[config.mk]
export PLATFORM = sky130hd
export DESIGN_NAME = uart_tx
export DESIGN_NICKNAME = d
export VERILOG_FILES = /design/src/rtl/uart_tx_pkg.sv /design/src/rtl/uart_tx_fifo.sv /design/src/rtl/uart_tx.sv
export SDC_FILE = /design/constraint.sdc
export NUM_CORES = 1
export LEC_CHECK = 0
export CELL_PAD_IN_SITES_DETAIL_PLACEMENT = 2
export CELL_PAD_IN_SITES_GLOBAL_PLACEMENT = 2
export CORE_ASPECT_RATIO = 1.5
export CORE_MARGIN = 2
export CORE_UTILIZATION = 40
export DETAILED_ROUTE_END_ITERATION = 8
export GPL_ROUTABILITY_DRIVEN = 1
export PLACE_DENSITY_LB_ADDON = 0.2
export SYNTH_ARGS = -nofsm -noshare
export SYNTH_HDL_FRONTEND = slang
export SYNTH_SLANG_ARGS = --single-unit
[constraint.sdc]
create_clock -name clk -period 2.7 [get_ports clk]
set_input_delay 0.675 -clock clk [delete_from_list [all_inputs] [get_ports clk]]
set_output_delay 0.675 -clock clk [all_outputs]
set_load 0.05 [all_outputs]
[src/rtl/uart_tx_pkg.sv]
// uart_tx_pkg: shared UART transmit state encoding and default bit timing
package uart_tx_pkg;
  typedef enum logic [1:0] {IDLE, START, DATA, STOP} uart_tx_state_t;
  localparam int UART_CLKS_PER_BIT = 868;
endpackage

[src/rtl/uart_tx_fifo.sv]
// uart_tx_fifo: synchronous byte FIFO; full/empty derived from the occupancy count
module uart_tx_fifo #(
  parameter int DEPTH = 8,
  localparam int AW = $clog2(DEPTH)
) (
  input  logic          clk,
  input  logic          reset_n,
  input  logic          push,
  input  logic [7:0]    din,
  input  logic          pop,
  output logic [7:0]    dout,
  output logic [AW:0]   count,
  output logic          full,
  output logic          empty
);
  logic [7:0] mem_q [DEPTH];
  logic [AW-1:0] wr_q, wr_d, rd_q, rd_d;
  logic [AW:0] count_q, count_d;
  logic do_push, do_pop;
  assign full = count_q == (AW+1)'(DEPTH);
  assign empty = count_q == '0;
  assign count = count_q;
  assign dout = mem_q[rd_q];
  always_comb begin
    do_push = push && !full;
    do_pop = pop && !empty;
    wr_d = do_push ? wr_q + AW'(1) : wr_q;
    rd_d = do_pop ? rd_q + AW'(1) : rd_q;
    count_d = count_q + (AW+1)'(do_push) - (AW+1)'(do_pop);
  end
  always_ff @(posedge clk or negedge reset_n)
    if (!reset_n) begin
      wr_q <= '0;
      rd_q <= '0;
      count_q <= '0;
    end else begin
      wr_q <= wr_d;
      rd_q <= rd_d;
      count_q <= count_d;
    end
  always_ff @(posedge clk)
    if (do_push) mem_q[wr_q] <= din;
endmodule

[src/rtl/uart_tx.sv]
// uart_tx: FIFO-buffered 8N1 serial transmitter with a registered, glitch-free io_tx
module uart_tx
  import uart_tx_pkg::*;
#(
  parameter int CLKS_PER_BIT = UART_CLKS_PER_BIT,
  parameter int FIFO_DEPTH = 8
) (
  input  logic                        clk,
  input  logic                        reset_n,
  input  logic [7:0]                  tx_data,
  input  logic                        tx_valid,
  output logic                        tx_ready,
  output logic                        io_tx,
  output logic                        tx_busy,
  output logic [$clog2(FIFO_DEPTH):0] fifo_count
);
  localparam int CW = $clog2(CLKS_PER_BIT);
  uart_tx_state_t state_q, state_d;
  logic [CW-1:0] cnt_q, cnt_d;
  logic [2:0] bit_q, bit_d, nb;
  logic [7:0] shift_q, shift_d, head;
  logic tx_q, tx_d, pop, full, empty, last;
  uart_tx_fifo #(.DEPTH(FIFO_DEPTH)) u_fifo (
    .clk(clk), .reset_n(reset_n), .push(tx_valid && tx_ready), .din(tx_data),
    .pop(pop), .dout(head), .count(fifo_count), .full(full), .empty(empty)
  );
  assign tx_ready = !full;
  assign tx_busy = state_q != IDLE || !empty;
  assign io_tx = tx_q;
  assign last = cnt_q == CW'(CLKS_PER_BIT - 1);
  assign nb = bit_q + 3'd1;
  // tx_d is the line level of the next cycle, so io_tx comes straight from a flop
  always_comb begin
    state_d = state_q;
    cnt_d = cnt_q + CW'(1);
    bit_d = bit_q;
    shift_d = shift_q;
    tx_d = tx_q;
    pop = 1'b0;
    case (state_q)
      IDLE: begin
        cnt_d = '0;
        tx_d = 1'b1;
        if (!empty) begin
          pop = 1'b1;
          shift_d = head;
          state_d = START;
          tx_d = 1'b0;
        end
      end
      START: if (last) begin
        cnt_d = '0;
        bit_d = '0;
        state_d = DATA;
        tx_d = shift_q[0];
      end
      DATA: if (last) begin
        cnt_d = '0;
        state_d = bit_q == 3'd7 ? STOP : DATA;
        bit_d = bit_q == 3'd7 ? bit_q : nb;
        tx_d = bit_q == 3'd7 ? 1'b1 : shift_q[nb];
      end
      STOP: if (last) begin
        cnt_d = '0;
        pop = !empty;
        state_d = empty ? IDLE : START;
        shift_d = empty ? shift_q : head;
        tx_d = empty;
      end
      default: state_d = IDLE;
    endcase
  end
  always_ff @(posedge clk or negedge reset_n)
    if (!reset_n) begin
      state_q <= IDLE;
      cnt_q <= '0;
      bit_q <= '0;
      shift_q <= '0;
      tx_q <= 1'b1;
    end else begin
      state_q <= state_d;
      cnt_q <= cnt_d;
      bit_q <= bit_d;
      shift_q <= shift_d;
      tx_q <= tx_d;
    end
endmodule

# Yosys cells after proc, flatten, opt, wreduce, memory -nomap -nowiden
# Memory sizes are Yosys's and may differ from the RTL's.
# Cells that the tools add are included.
# op_classes
n_bitwise	0
magnitude_cmp	1
n_shift	0
mux	29
mul	0
eq_ne	11
n_div	0
n_reduce_logical	16
n_addsub	6
# ops
operator	count
$pmux 10 s2	1
$mux 8	2
$pmux 8 s2	1
$mux 1	12
$add 10x1->10 const B	1
$eq 10x10->1 const B	1
$mux 10	1
$ne 2x2->1 const B	5
$add 3x1->3 const B	3
$mux 3	3
$mux 2	4
$pmux 2 s4	1
$reduce_and 4->1	2
$pmux 3 s2	1
$reduce_bool 2->1	3
$add 4x1->4	1
$eq 2x2->1 const B	2
$eq 4x4->1 const B	1
$logic_not 4->1	1
$lt 3x4->1 const B	1
$pmux 1 s4	1
$sub 4x1->4	1
$bmux 1 s3	1
$eq 3x3->1 const B	1
other kinds (9)	12
# totals
output_inout_bits	7
n_memories	1
ff_bits	34
ram_bits	64
latchBits	0
mem_bits_ro	0
# mem_list
name	words	width	read_ports	rd_clocked_by_memory_dff	write_ports	line_no	source
u_fifo.mem_q	8	8	1	0	1	uart_tx_fifo.sv:16	logic [7:0] mem_q [DEPTH];

# Longest topological paths before layout
# Gate-level depths: netlist of run 1.
# depth
depth_word	6
mapped_depth	10
depth_no_buf	10

# Modules after synthesis
# From an unflattened synthesis of run 1, not the netlist that was laid out.
# unflattened
hier_cells	266
area_unflattened_um2	4369.2
# by_module_without_submodules
module	cells_per_inst	seq_area_each_um2	area_each_um2	n_inst
uart_tx_fifo	150	2172.1	3067.9	1
uart_tx	116	601.8	1301.2	1

# Worst setup path after synthesis of run 1
# OpenSTA, ideal clock, no wires.
# synth_timing
path_kind	reg-to-reg
from	register u_fifo.count_q[2] (netlist: u_fifo.count[2])
to	memory u_fifo.mem_q[0][0], enable pin
setup_time_ps	383
synth_period_minus_slack_ps	2830
slack_ps	-130
path_buffers	1
stages_incl_launch_ff	8
arrival_time_ps	2447
path_cell_list	dfrtp_1 > inv_1 > ha_1 > or3b_2 > and2_1 > clkbuf_1 > nand2b_1 > nor3_1
# synth_via
elab_chain_len	6
# synth_lines
element	line_no	source
from (decl)	uart_tx_fifo.sv:18	logic [AW:0] count_q, count_d;
from (signal assigned)	uart_tx_fifo.sv:39	count_q <= count_d;
$eq 4x4->1 (*)	uart_tx_fifo.sv:20	assign full = count_q == (AW+1)'(DEPTH);
$logic_not 1->1 (*)	uart_tx.sv:27	assign tx_ready = !full;
net tx_ready	uart_tx.sv:12	output logic tx_ready,
$logic_and 1x1->1	uart_tx.sv:24	.clk(clk), .reset_n(reset_n), .push(tx_valid && tx_ready), .din(tx_data),
$logic_and 1x1->1 (*)	uart_tx_fifo.sv:25	do_push = push && !full;
net u_fifo.do_push	uart_tx_fifo.sv:19	logic do_push, do_pop;
$mux 1 (*)	uart_tx_fifo.sv:42	if (do_push) mem_q[wr_q] <= din;
$mux 1 (not written as such) (*)	uart_tx_fifo.sv:42	
to (decl)	uart_tx_fifo.sv:16	
# Mark *: on every way through the listed nets, which the timed path passes. The rest lies on a longest branch.

# Worst setup path in the final report of run 1
# layout_timing
from	register u_fifo.count_q[2] (netlist: u_fifo.count[2])
to	output tx_ready
# layout_via
elab_chain_len	2
# layout_lines
element	line_no
$eq 4x4->1	uart_tx_fifo.sv:20
$logic_not 1->1	uart_tx.sv:27
to (decl)	uart_tx.sv:12
# No other way between the ends.

==> metrics.md, run 1 <==
| Metric | Value |
|---|---|
| # Max-Cap Violations | 0 |
| Largest family of logic cells by synthesized area | multiplexers |
| Final hold violations | 0 |
| Top post-synthesis cells by count | 64 x edfxtp_1, 33 x dfrtp_1, 19 x mux2_2, 19 x nor2_1, 16 x ha_1 |
| Root buf cell | clkbuf_16 |
| Initial antenna violation count | 0 |
| DP Worst Slack | 0.162 ns |
| Sequential share of the synthesized area | 63.9% |
| I/O Buffers | 17 |
| Leading area contributor after synthesis | edfxtp_1 |
| Int Pwr | approximately 2.7 mW |
| Logic pwr share | 18.9% |
| Synth Register Bits | between 90 and 100 |
| Synth Area in XOR/XNOR | about 2.6% |
| DR DRC count | 0 |
| Vias in the first global route | 2605 |
| Warnings from Yosys | 0 |
| Crit-path slowest cell | or3b_2 |
| Synthesized instance count | approximately 270 |
| Crit. End Element | primary output |
| Critical path launch point type | flip-flop |
| Clk_skew | about 0.0063 ns |
| Min Hold Slack | 0.481 ns |
| Clock latency on the worst-skew pair | 0.34 ns |
| Met3 Wirelength | 186 um |
| RSZ-0062 raised after global routing | no |
| R2R setup slack | 0.27 ns |
| Gr ovfl total | 0 |
| Worst-margin pin slew | just under 0.7 ns |
| Hold path start | cnt_q[0] |
| RePlAce Congestion | 0.688 |
| Top cells by area, synth | edfxtp_1 44%, dfrtp_1 19%, mux4_1 7.9% |
| Die Span X | between 80 and 90 um |
| Clock slew at reported path FFs | 0.07 ns |
| Initial Util | 41.0% |
| Post-route cell area | 0.00501 mm^2 |
| Placed cell areas | between 0.004 and 0.005 mm^2 |
| Synth Area in Adders | under 10% |
| R2R cell count | 9 |
| Cell area power density | 772 mW/mm^2 |
| Min-Delay Path Class | flip-flop to flip-flop |
| Core box area | between 0.01 and 0.015 mm^2 |
| Clock Power Share | between 30% and 40% |
| Final worst slack | about 0.14 ns |
| Worst EP arrival | 1.88 ns |
| DR WL met2 | 4.90 mm |
| Initial drt markers | 29 |
| Drt pass-1 iters | 4 |
| Period utilisation layout | 94.7% |
| LEAKAGE | 1.89 nW |
| Post-Route WL | 8.69 mm |
| CP cell instances | inv_1, ha_1, or3b_2, dlygate4sd2_1 |
| Simple-Gate Fraction of Synth Area | 6.81% |
| Max Fclk | approximately 390 MHz |
| Normalized max-slew margin | 54.2% |
| Worst Path Required | 2.03 ns |
| Mux share of post-synthesis cell area | 15.8% |
| Number of I/O pins | 18 |
| H-tree depth | 3 |
| Number of flops mapped to enable cells by yosys | 64 |
| Worst hold path depth | 1 |
| Total Routing Usage GR | 16.7% |
| Final setup fails | 0 |
| Register area | 0.00278 mm^2 |
| Antenna Nets Post-Route | 0 |
| First-pass GRT wire length | 14.2 mm |
| Post-synthesis cell area | 0.00434 mm^2 |
| CTS Hold Bufs | 0 |
| RR Endpoint | u_fifo.count[2] |
| CP max stage delay | 0.46 ns |
| WL per Instance | 19.6 um |
| Max clock buf depth | 2 |
| RR Startpoint | cnt_q[0] |
| CTS tree | built |
| CTS sink count | 98 |
| Crit Path Category | flip-flop to primary output |
| Post-synth ARST share | a little over a third |
| Die height | 132 um |
| Crit Path Max Fanout | 3 |
| Row count | 46 |
| Vias/cell | ~5.2 |
| Share of power burned in registers | 49.5% |
| Top-count cell post-synth | edfxtp_1 |
| Largest net degree at the start of global routing | 35 |
| Synth cell types | 43 |
| Top Metal Used | met4 |
| WHS Endpoint | cnt_q[0] |
| Compound-Gate Fraction of Synth Area | 3.26% |
| Worst VDD drop | 680 uV |
| M1 wire length | 3.48 mm |
| Cts bufs inserted | 9 |
| NumNets Final | ~320 |
| Final min period | 2.56 ns |
| Area delta synth->final | 15.4% |
| Ant. Diodes | 0 |
| Fraction of final layout cells sized beyond drive strength 1 | 20.7% |
| Die area | ~0.012 mm^2 |
| Setup TNS | 0 ns |
| NetSw | 1.12 mW |
| # resized after CTS | 1 |
| Syn Nets | 293 |
| Switching share of power | between 20% and 30% |
| Via count | about 2300 |
| Multi-input logic area | 0.00148 mm^2 |
| Area share of the largest cell type after synthesis | 44.3% |
| Postcts setup bufs | 0 |
| Syn_area_per_cell | 16.4 um^2 |
| Top_reg_cell synth | edfxtp_1 |
| Status | finished clean |
| Final HPWL DP | 6.09 mm |
| Filler Cells Inserted | 1007 |
| Max-slew violations | 0 |
## cells by family (layout without fill, tap and decap cells)
family / after synthesis / count (layout)
AO/OA/AOI/OAI: 20 / 20
XOR/XNOR: 13 / 13
adder cells (fa/ha/maj): 17 / 17
buffers and inverters: 20 / 54
flip-flops: 98 / 98
multiplexers: 40 / 40
AND/OR/NAND/NOR: 57 / 57
## worst max-delay path by stage
stage / startpoint / endpoint / slack (ns)
after floorplan: u_fifo.count[2] / u_fifo.count[2] / 0.08
after global placement: u_fifo.count[2] / tx_ready / 0.25
after detailed placement: cnt_q[0] / u_fifo.count[3] / 0.16
after CTS: u_fifo.count[2] / tx_ready / 0.11
after global routing: cnt_q[0] / u_fifo.count[3] / 0.06
final: u_fifo.count[2] / tx_ready / 0.14
## placed cells by master, fill, tap and decap left out, drive strengths merged, types with 2 or more instances in the layout
| cell | netlist | layout |
|---|---|---|
| nand2 | 9 | 9 |
| a21o | 3 | 3 |
| xor2 | 9 | 9 |
| nor2 | 19 | 19 |
| ha | 16 | 16 |
| dfrtp | 33 | 33 |
| edfxtp | 64 | 64 |
| o21ai | 4 | 4 |
| clkdlybuf4s50 | 0 | 15 |
| xnor2 | 4 | 4 |
| and2 | 2 | 2 |
| a41oi | 2 | 2 |
| and3 | 3 | 3 |
| a21oi | 2 | 2 |
| inv | 9 | 12 |
| a31oi | 2 | 2 |
| clkinv | 0 | 3 |
| nor3 | 3 | 3 |
| a22o | 3 | 3 |
| buf | 5 | 13 |
| nor3b | 2 | 2 |
| nand2b | 4 | 4 |
| nand4 | 4 | 4 |
| nand3 | 6 | 6 |
| mux4 | 17 | 17 |
| clkbuf | 6 | 9 |
| mux2i | 4 | 4 |
| mux2 | 19 | 19 |
## flip-flops by register name, indices dropped and copies added (netlist names)
name,flops
io_tx,1
u_fifo.count,4
shift_q,8
bit_q,3
cnt_q,10
state_q,2
u_fifo.wr_q,3
u_fifo.mem_q,64
u_fifo.rd_q,3
## metal layers
| layer | vias to the layer above | GRT usage [%] |
|---|---|---|
| met5 | - | 0 |
| met4 | 0 | 4.73 |
| met3 | 8 | 4.27 |
| met2 | 21 | 29.1 |
| met1 | 1219 | 20.1 |
| li1 | 1072 | - |
## cell type report
type	count	share of cell area, %
clock buffer	9	4.50
multi-input combinational	147	29.5
sequential	98	55.4
inverter	9	0.674
tap	144	3.60
timing repair buffer	29	5.12
clock inverter	7	1.22
## power by group through the flow
stage	registers (mW)	clock network [mW]	logic, mW
2_1_floorplan	2.03	0	0.353
3_3_place_gp	1.93	0	0.711
3_5_place_dp	1.95	0	0.752
4_1_cts	1.92	1.26	0.752
5_1_grt	1.93	1.30	0.806
6_report	1.91	1.22	0.730
## metrics by stage
stage,power [mW],utilization [%],instances
after global routing,4.04,47.3,443
after floorplan,2.38,-,265
final,3.86,47.3,443
after CTS,3.93,47.2,443
after global placement,2.64,44.5,427
after detailed placement,2.70,44.5,427
## critical path, delay by kind of cell (launching register included)
kind | cells | cell delay [ns]
fa+ha+maj | 1 | 0.14
simple gates | 1 | 0.46
buf+inv | 2 | 0.54
flops | 1 | 0.40
Power figures use the tool's default switching activity.
==> run 2, diff against run 1 <==
Clock period 2.7 ns to 3 ns, I/O delays scaled along.
==> metrics.md, run 2 (same netlist as run 1, synthesis figures left out) <==
| Metric | Value |
|---|---|
| Status | finished clean (unchanged) |
| Antenna Nets Post-Route | 0 (unchanged) |
| Leading cell types in the layout, fill and taps excluded | 64 x edfxtp_1, 33 x dfrtp_1, 19 x nor2_1, 19 x mux2_2 (was 64 x edfxtp_1, 31 x dfrtp_1, 19 x mux2_2, 18 x nor2_1, 16 x ha_1) |
| CTS Hold Bufs | 0 (unchanged) |
| Total Routing Usage GR | 16.8% (was 16.7%) |
| Die Span X | 89.0 um (unchanged) |
| Clock slew at reported path FFs | 0.07 ns (about the same) |
| Die area | 0.0117 mm^2 (unchanged) |
| Root buf cell | clkbuf_16 (unchanged) |
| Clock latency on the worst-skew pair | 0.34 ns (about the same) |
| R2R setup slack | 0.48 ns (was 0.27 ns) |
| Area delta synth->final | 14.8% (was 15.4%) |
| Drt pass-1 iters | 4 (unchanged) |
| WL per Instance | 19.9 um (was 19.6 um) |
| DR DRC count | 0 (unchanged) |
| Cell area power density | 696 mW/mm^2 (was 772 mW/mm^2) |
| Final setup fails | 0 (unchanged) |
| Clk_skew | 0.00663 ns (was 0.00629 ns) |
| Vias in the first global route | 2547 (was 2605) |
| Cell Count, Final, Fillers Out | 442 (was 443) |
| Min Hold Slack | 0.477 ns (was 0.481 ns) |
| Worst-margin pin slew | 0.795 ns (was 0.687 ns) |
| Post-Route WL | 8.78 mm (was 8.69 mm) |
| Worst Path Required | 2.25 ns (was 2.03 ns) |
| RePlAce Congestion | 0.732 (was 0.688) |
| Max reg flops | 64 (unchanged) |
| # Max-Cap Violations | 0 (unchanged) |
| Postcts setup bufs | 0 (unchanged) |
| Placed cell areas | 0.00469 mm^2 (was 0.00471 mm^2) |
| Largest net degree at the start of global routing | 35 (unchanged) |
| LEAKAGE | 1.88 nW (was 1.89 nW) |
| CTS tree | built (unchanged) |
| Grt met3 use | 2.64% (was 4.27%) |
| Normalized max-slew margin | 47.0% (was 54.2%) |
| First-pass GRT wire length | 14.2 mm (about the same) |
| Final HPWL DP | 6.06 mm (was 6.09 mm) |
| Number of I/O pins | 18 (unchanged) |
| Setup TNS | 0 ns (unchanged) |
| Post-route cell area | 0.00498 mm^2 (was 0.00501 mm^2) |
| Most common cell after layout, fill and taps aside | edfxtp_1 (unchanged) |
| Max clock buf depth | 2 (unchanged) |
| Initial drt markers | 64 (was 29) |
| Min-Delay Path Class | flip-flop to flip-flop (unchanged) |
| Die height | 132 um (unchanged) |
| H-tree depth | 3 (unchanged) |
| Filler Cells Inserted | 1007 (unchanged) |
| GR Layer Usage met2 | 29.4% (was 29.1%) |
| Max-slew violations | 0 (unchanged) |
| Initial antenna violation count | 0 (unchanged) |
| Worst EP arrival | 2.17 ns (was 1.88 ns) |
| Cts bufs inserted | 9 (unchanged) |
| Fraction of final layout cells sized beyond drive strength 1 | 18.8% (was 20.7%) |
| GR Util met1 | 20.2% (was 20.1%) |
| Top reg by flops | u_fifo.mem_q (unchanged) |
| Largest regs | u_fifo.mem_q (64), cnt_q (10), shift_q (8) (unchanged) |
| Util after Layout | 47.0% (was 47.3%) |
| Via count | 2315 (was 2320) |
| Gr busiest metal | met2 (unchanged) |
| Critical path launch point type | flip-flop (unchanged) |
| Worst VDD drop | 544 uV (was 680 uV) |
| NumNets Final | 321 (was 322) |
| # resized after CTS | 0 (was 1) |
| Final hold violations | 0 (unchanged) |
| I/O Buffers | 17 (unchanged) |
| RSZ-0062 raised after global routing | no (unchanged) |
| Max Fclk | around 340 MHz |
| Final min period | 2.92 ns |
| Row count | 46 (unchanged) |
| Period utilisation layout | 97.3% |
| CTS sink count | 98 (unchanged) |
| Core box area | 0.0106 mm^2 (unchanged) |
| Crit Path Max Fanout | 3 (unchanged) |
| Gr ovfl total | 0 (unchanged) |
| Crit. End Element | primary output (unchanged) |
| Ant. Diodes | 0 (unchanged) |
| Vias/cell | 5.24 (about the same) |
| Initial Util | 41.0% (unchanged) |
| Inst Count DP | 426 (was 427) |
| Crit Path Category | flip-flop to primary output (unchanged) |
-- run 2: cell types whose count changed in the layout (fill, tap and decap cells not counted), moves of 2 or more --
cell	delta
buf_4	-2
clkinvlp_4	+2
dfrtp_1	+2
dfrtp_2	-2
nor3_1	+2
nor3_2	-2
-- run 2: power by group --
| part | switching (mW) | internal, mW | total [mW] |
|---|---|---|---|
| logic | 0.397 | 0.251 | 0.648 |
| clock network | 0.525 | 0.578 | 1.10 |
| registers | 0.0851 | 1.63 | 1.72 |
| total | 1.01 | 2.46 | 3.47 |
-- run 2: critical path, cell delays in order (launching register included) --
cell and delay, ns:
dfrtp_1 0.38, inv_1 0.11, ha_1 0.16, or3b_2 0.46, clkdlybuf4s50_1 0.72
-- run 2: area by class of cell --
class / instances / area (um^2) / share of cell area, %
Timing Repair Buffer: 28 / 248 / 4.97
Clock inverter: 7 / 62.6 / 1.26
Clock buffer: 9 / 225 / 4.52
Tap cell: 144 / 180 / 3.62
Multi-Input combinational cell: 147 / 1460 / 29.2
Sequential cell: 98 / 2770 / 55.7
Inverter: 9 / 33.8 / 0.678
-- run 2: per-stage QoR --
stage / power (mW) / setup slack [ns]
2_1_floorplan: 2.13 / 0.170
3_3_place_gp: 2.37 / 0.497
3_5_place_dp: 2.41 / 0.439
4_1_cts: 3.53 / 0.0561
5_1_grt: 3.65 / 0.00354
6_report: 3.47 / 0.0820
-- run 2: final timing paths --
path | cells past startpoint | endpoint | from
setup / recovery | 4 | tx_ready | u_fifo.count[2]
hold / removal | 1 | cnt_q[0] | cnt_q[0]
setup reg to reg | 9 | u_fifo.count[2] | cnt_q[0]
hold reg to reg | 1 | cnt_q[0] | cnt_q[0]
max in group asynchronous | 1 | shift_q[1] | reset_n
min in group asynchronous | 1 | u_fifo.count[3] | reset_n
-- run 2: per-layer routing --
layer  share of wire, %  routed length (um)
met1                 41                3590
met2                 56                4920
met3                1.8                 155
met4                1.4                 119
met5                  0                   0
==> run 3, diff against run 2 <==
Settings changed: SKIP_CTS_REPAIR_TIMING set to 1.
==> results of run 3 <==
Final layout, timing and power as in run 2 (identical DEF).
